--- src/rtl/vga_pkg.sv ---
// vga_pkg -- shared VGA constants and types.
//   Default 640x480@60 timing (in pixels / lines), the coordinate width used
//   by the timing generator and the pixel-source stage, and a small range
//   helper for unsigned coordinate compares.
package vga_pkg;

  localparam int COORD_W = 10;

  localparam int H_ACT_DEF  = 640;
  localparam int H_FP_DEF   = 16;
  localparam int H_SYNC_DEF = 96;
  localparam int H_BP_DEF   = 48;

  localparam int V_ACT_DEF  = 480;
  localparam int V_FP_DEF   = 10;
  localparam int V_SYNC_DEF = 2;
  localparam int V_BP_DEF   = 33;

  typedef logic [COORD_W-1:0] coord_t;

  // True when lo <= v < hi, all operands unsigned at coordinate width.
  function automatic logic in_range(input coord_t v, input coord_t lo, input coord_t hi);
    return (v >= lo) && (v < hi);
  endfunction

endpackage

--- src/rtl/vga_axis_ctr.sv ---
// vga_axis_ctr -- one axis (horizontal or vertical) of the VGA raster.
//   Counts 0..TOTAL-1 on every enabled clock and wraps to 0.
// Ports:
//   clk   - rising-edge clock
//   rst   - synchronous active-high reset, clears the count
//   en    - advance enable
//   count - current position
//   wrap  - high on the enabled cycle where count is TOTAL-1 (next edge wraps)
module vga_axis_ctr
  import vga_pkg::*;
#(
  parameter int TOTAL = 800
) (
  input  logic   clk,
  input  logic   rst,
  input  logic   en,
  output coord_t count,
  output logic   wrap
);

  localparam coord_t LAST = coord_t'(TOTAL - 1);

  coord_t count_q;
  coord_t count_d;

  always_comb begin
    count_d = count_q;
    if (en) begin
      count_d = (count_q == LAST) ? '0 : count_q + 1'b1;
    end
  end

  always_ff @(posedge clk) begin
    if (rst) begin
      count_q <= '0;
    end else begin
      count_q <= count_d;
    end
  end

  assign count = count_q;
  assign wrap  = en && (count_q == LAST);

endmodule

--- src/rtl/vga_timing_gen.sv ---
// vga_timing_gen -- VGA raster timing generator.
//   Two chained axis counters produce the (x,y) raster position; sync,
//   active and frame-start are decoded combinationally from the counter
//   registers so they line up with x/y with no extra latency.
// Ports:
//   clk         - system clock, all flops on its rising edge
//   rst         - synchronous active-high reset (priority over pix_tick)
//   x, y        - current horizontal / vertical position
//   hsync       - active-low horizontal sync
//   vsync       - active-low vertical sync
//   active      - high inside the visible area
//   pix_tick    - high on cycles where the counters advance
//   frame_start - high on the advancing cycle at (0,0)
// Build option:
//   VGA_TIMING_PIXDIV_EN - when defined, a divide-by-2 phase flop gates
//   pix_tick so the raster advances every second clk (e.g. 25 MHz pixel
//   rate from 50 MHz). Undefined: pix_tick is tied high.
// Parameters must keep H_TOT and V_TOT at or below 1024 (10-bit counters).
module vga_timing_gen
  import vga_pkg::*;
#(
  parameter int H_ACT  = H_ACT_DEF,
  parameter int H_FP   = H_FP_DEF,
  parameter int H_SYNC = H_SYNC_DEF,
  parameter int H_BP   = H_BP_DEF,
  parameter int V_ACT  = V_ACT_DEF,
  parameter int V_FP   = V_FP_DEF,
  parameter int V_SYNC = V_SYNC_DEF,
  parameter int V_BP   = V_BP_DEF
) (
  input  logic               clk,
  input  logic               rst,
  output logic [COORD_W-1:0] x,
  output logic [COORD_W-1:0] y,
  output logic               hsync,
  output logic               vsync,
  output logic               active,
  output logic               pix_tick,
  output logic               frame_start
);

  localparam int H_TOT = H_ACT + H_FP + H_SYNC + H_BP;
  localparam int V_TOT = V_ACT + V_FP + V_SYNC + V_BP;

  localparam coord_t HS_START = coord_t'(H_ACT + H_FP);
  localparam coord_t HS_END   = coord_t'(H_ACT + H_FP + H_SYNC);
  localparam coord_t VS_START = coord_t'(V_ACT + V_FP);
  localparam coord_t VS_END   = coord_t'(V_ACT + V_FP + V_SYNC);

  coord_t h_count;
  coord_t v_count;
  logic   h_wrap;
  logic   v_wrap_unused;

`ifdef VGA_TIMING_PIXDIV_EN
  // Phase starts at 0 out of reset, so the first advance lands on the
  // second edge after release.
  logic phase_q;
  logic phase_d;

  always_comb begin
    phase_d = ~phase_q;
  end

  always_ff @(posedge clk) begin
    if (rst) begin
      phase_q <= 1'b0;
    end else begin
      phase_q <= phase_d;
    end
  end

  assign pix_tick = phase_q;
`else
  assign pix_tick = 1'b1;
`endif

  vga_axis_ctr #(
    .TOTAL(H_TOT)
  ) u_h_ctr (
    .clk  (clk),
    .rst  (rst),
    .en   (pix_tick),
    .count(h_count),
    .wrap (h_wrap)
  );

  // The vertical counter only moves on the horizontal wrap tick, so the
  // (last,last) -> (0,0) transition happens in a single tick.
  vga_axis_ctr #(
    .TOTAL(V_TOT)
  ) u_v_ctr (
    .clk  (clk),
    .rst  (rst),
    .en   (h_wrap),
    .count(v_count),
    .wrap (v_wrap_unused)
  );

  assign x           = h_count;
  assign y           = v_count;
  assign hsync       = ~in_range(h_count, HS_START, HS_END);
  assign vsync       = ~in_range(v_count, VS_START, VS_END);
  assign active      = (h_count < coord_t'(H_ACT)) && (v_count < coord_t'(V_ACT));
  assign frame_start = pix_tick && (h_count == '0) && (v_count == '0);

endmodule

--- config.mk ---
export PLATFORM = sky130hd
export DESIGN_NAME = vga_timing_gen
export DESIGN_NICKNAME = d
export VERILOG_FILES = /design/src/rtl/vga_pkg.sv /design/src/rtl/vga_axis_ctr.sv /design/src/rtl/vga_timing_gen.sv
export SDC_FILE = /design/constraint.sdc
export NUM_CORES = 1
export LEC_CHECK = 0
export ABC_AREA = 1
export BUFFER_PORTS_ARGS = -buffer_cell sky130_fd_sc_hd__buf_2
export CORE_MARGIN = 2
export CORE_UTILIZATION = 53
export DETAILED_ROUTE_END_ITERATION = 16
export GPL_TIMING_DRIVEN = 0
export PLACE_DENSITY = 0.84
export SETUP_SLACK_MARGIN = 0.2
export SYNTH_ARGS = -nofsm -noshare
export SYNTH_HDL_FRONTEND = slang
export SYNTH_SLANG_ARGS = --single-unit
--- constraint.sdc ---
create_clock -name clk -period 1.8 [get_ports clk]
set_input_delay 0.36 -clock clk [delete_from_list [all_inputs] [get_ports clk]]
set_output_delay 0.36 -clock clk [all_outputs]
set_load 0.01 [all_outputs]
# Word-level counts from Yosys, hierarchy flattened
# Index checks and enable logic that the tools add are counted.
# W data, S select, Z words.
[totals]
out_inout_bits = 25
reg_bits = 20
inputBits = 2
word_cells = 22
[classes]
n_eq_ne = 2
mux = 1
bitwise_logic = 2
magnitude_cmp = 6
addsub = 2
reduce_logical = 7
[op_table]
columns = ["op", "count"]
rows = [
  ["$add A10 B1 Y10 const B", 2],
  ["$eq A10 B10 Y1 const B", 2],
  ["$logic_not A10 Y1", 2],
  ["$lt A10 B10 Y1 const B", 2],
  ["$lt A10 B9 Y1 const B", 2],
  ["$ge A10 B10 Y1 const B", 1],
  ["$ge A10 B9 Y1 const B", 1],
  ["$mux W10", 1],
  ["$logic_and A1 B1 Y1", 4],
  ["$not A1 Y1", 2],
  ["$reduce_or A2 Y1", 1],
]

# Longest topological paths before layout
[depth]
ltp_word = 3
ltp_mapped = 9
mapped_depth_nobuf = 9

# Hierarchy
# Synthesis repeated with hierarchy kept, for this count alone.
[hier_totals]
hier_cells = 180
hier_area_um2 = 1193.6
[by_module_without_submodules]
columns = ["module", "area_each_um2", "cells_each", "n_inst"]
rows = [
  ["vga_axis_ctr (u_h_ctr)", 526.8, 76, 1],
  ["vga_axis_ctr (u_v_ctr)", 516.7, 71, 1],
  ["vga_timing_gen", 150.1, 33, 1],
]

# Least setup slack after synthesis
# No wires, ideal clock.
[synth_path]
path_type = "flip-flop to output port"
start = "register u_v_ctr.count_q[0], in the netlist u_v_ctr.count[0]"
end = "output frame_start"
path_slack_ns = 0.293
required_time_ns = 1.440
arrival_ns = 1.147
stages_incl_launch_ff = 6
cell_sequence = "dfxtp_1 -> inv_1 -> ha_1 -> nor4b_1 -> nand2_1 -> nor3_1"
[synth_via]
elab_chain_len = 2
[synth_rtl]
columns = ["element", "line", "source"]
rows = [
  ["from (decl)", "vga_axis_ctr.sv:23", "coord_t count_q;"],
  ["from (signal assigned)", "vga_axis_ctr.sv:37", "count_q <= count_d;"],
  ["$logic_not A10 Y1", "vga_timing_gen.sv:105", "assign frame_start = pix_tick && (h_count == '0) && (v_count == '0);"],
  ["$logic_and A1 B1 Y1", "vga_timing_gen.sv:105", ""],
  ["to (decl)", "vga_timing_gen.sv:39", "output logic frame_start"],
]
# No other way between the ends.

# Final worst setup path
# Same ends and word-level chain as after synthesis.

==> out/metrics.cfg <==
[cells_and_area]
seqCellArea_sq_um=438
fill_cells=150
antenna_cells=0
drive_above_1_share=0.420
multi_input_area_sq_um=835
nets=234
synthToLayoutAreaGrowth_pct=41.4
instances_no_fill=254

[drt]
wl_per_cell_um=15.8
dr_total_vias=1460
drt_iter0_drc=64
drt_first_pass_iters=4
final_antenna_net_count=0
routed_wl_um=4010
vias_per_cell=5.75
drc=0

[synth]
synth_cells=185
yosysWarnings=0
synthArstFlopShare=0
synth_area_sq_mm=0.00124
synthTopCellsByArea=dfxtp_1, nand2_1, inv_1
synth_top_cell_by_area=dfxtp_1
syn_nets=192
synth_most_common_cell=nand2_1
ys_top_cells_by_count=nand2_1, inv_1, nor2_1
yosysTopAreaCellShare=0.324
synth_flop_cell=dfxtp_1
ys_seq_area_frac=0.324
ys_types=28
ys_ff_latch=20
synth.avg_cell_area_sq_um=6.68
synth_edf_count=0

[clocking]
postCtsHoldBufs=0
cts_tree=done
clock_latency_ns=0.31
clockBufferDepth=2
cts_root_buffer=clkbuf_4
clk_pin_slew_ns=0.11
numCtsBuffers=3
cts.sinks=20
htreeDepth=1

[setup_path]
path_class=flip-flop to primary output
startpoint_type=flip-flop
crit_chain=inv_4 -> ha_4 -> nor4b_4 -> nand2_1 -> nor3_1 -> buf_2
cp.buffers_inverters=2
crit_family=simple AND/OR/NAND/NOR gates
critPathSlowestCell=dfxtp_4
startpoint=u_v_ctr.count[0]
worstPathMaxFanout=2
worst_ep_arrival_time_ns=1.52
rr_startpoint=u_h_ctr.count[1]
endpoint_kind=primary output
required_ns=1.44
max_stage_delay_ns=0.37

[timing]
hold_viol_final=0
fmax_ghz=0.531
fin_skew_ns=0.00264
post-route-period-util=1.05
finalMaxSlewViolations=0
rsz0062_at_grt=yes
setup_viol=1
fin_ws_ns=-0.0837
finalCriticalPeriod_ns=1.88
finalSetupTns_ns=-0.0837

[power]
power_density_mw_per_mm2=448
peakVddDrop_mv=0.456
p_leak_nw=0.802

[run_status]
violations=negative setup slack
outcome=finished, violations left

[floorplan]
die-height_um=52.3
die_w_um=52.3
io_pins=27
rows=17
core_area_sq_mm=0.00221
initial_utilization=0.559
die_area_sq_mm=0.00273

[global_route]
antenna_found_initial=0
grt_max_degree=12
grt_pass1_wl_um=5660
global_route.overflow_total=0
grt_usage=0.279
grt_pass1_vias=1330

[place]
place_congestion=0.930
dpl.hpwl_um=2260
io_buffers=25
pre_cts_ws_ns=0.167
dp.cells=238

[hold_path]
min_from=rst
holdCritPathClass=primary input to flip-flop

[flow_run]
drv_cap=0

-- where the power goes --
part | internal [mW] | leakage, nW | total (mW) | switching [mW]
logic | 0.0303 | 0.609 | 0.0697 | 0.0394
clock network | 0.124 | 0.0210 | 0.267 | 0.144
registers | 0.437 | 0.172 | 0.447 | 0.00920
-- cell families (layout without fill, tap and decap cells) --
family / after synthesis / count (layout) / synth area share
other: 1 / 1 / 0.00303
DFF: 20 / 20 / 0.324
and+or+nand+nor: 108 / 108 / 0.433
AOI/OAI and AO/OA: 17 / 17 / 0.0739
buffers and inverters: 34 / 75 / 0.115
adders and majority gates: 5 / 5 / 0.0506
-- per-layer routing --
| metal | vias to the layer above | wire length [um] | share of wire | track usage |
|---|---|---|---|---|
| met5 | - | 0 | 0 | 0 |
| met4 | 0 | 136 | 0.034 | 0.107 |
| met3 | 17 | 313 | 0.078 | 0.0257 |
| met2 | 88 | 2050 | 0.51 | 0.500 |
| met1 | 675 | 1500 | 0.38 | 0.339 |
| li1 | 680 | - | - | - |
-- metrics by stage --
step / cell area, sq um / util / hold WS (ns) / power [mW]
3_5_place_dp: 1400 / 0.631 / 0.496 / 0.516
4_1_cts: 1620 / 0.730 / 0.233 / 0.770
3_3_place_gp: 1400 / 0.631 / 0.458 / 0.514
2_1_floorplan: 1240 / - / 0.429 / 0.497
5_1_grt: 1750 / 0.790 / 0.234 / 0.811
6_report: 1750 / 0.790 / 0.250 / 0.783
-- placed cells by master, fill, tap and decap left out, types with 2 or more instances in the layout --
| cell | Yosys | final |
|---|---|---|
| dfxtp_2 | 0 | 9 |
| a21oi_1 | 10 | 10 |
| nor3_1 | 5 | 2 |
| nand2_4 | 3 | 2 |
| o21ai_0 | 2 | 2 |
| inv_4 | 0 | 4 |
| nor3_4 | 1 | 5 |
| nor2_1 | 23 | 19 |
| nor2_4 | 1 | 3 |
| buf_2 | 0 | 25 |
| nand4_1 | 9 | 9 |
| nor2_2 | 2 | 4 |
| ha_1 | 5 | 2 |
| nand2_1 | 43 | 41 |
| clkbuf_4 | 0 | 3 |
| o21ai_1 | 3 | 3 |
| dfxtp_1 | 20 | 4 |
| inv_1 | 29 | 23 |
| dfxtp_4 | 0 | 7 |
| nand2_2 | 1 | 3 |
| nor4_2 | 0 | 3 |
| nand3_1 | 11 | 11 |
| inv_2 | 2 | 3 |
| buf_6 | 1 | 2 |
| buf_12 | 0 | 2 |
| nor3b_1 | 2 | 2 |
| ha_4 | 0 | 2 |
| buf_4 | 2 | 11 |
-- repair_timing --
item | CTS | global route
resized for setup | 35 | 29
pin swaps | 4 | 4
setup buffers | 7 | 5
endpoints found under the setup margin | 5 | 13
endpoints found under the hold margin | 0 | 0
-- state kept, by name (all words and copies together) (netlist names) --
register	count
u_v_ctr.count	10
u_h_ctr.count	10
-- path summary, 6_finish.rpt --
path | to | slack, ns | cells past startpoint
max | frame_start | -0.08 | 6
min | u_v_ctr.count[7] | 0.25 | 2
max reg2reg | u_v_ctr.count[0] | 0.22 | 7
min reg2reg | u_h_ctr.count[0] | 0.49 | 1
-- worst register-to-register path, stage by stage (launching register included) --
cell and delay, ns:
dfxtp_1 0.41, ha_2 0.25, nand2_1 0.10, nor2_2 0.21, nand4_1 0.22, buf_4 0.20, nand2_1 0.05, a21oi_1 0.06
-- cell type report --
cell class              count  area share
clock buffers               4      0.0208
multi-input cells         131       0.477
inverters                  31      0.0766
repair buffers             37       0.137
plain buffers               3      0.0172
well taps                  28      0.0200
flip-flops and latches     20       0.251
No activity file was read; power rests on OpenSTA's default activity.
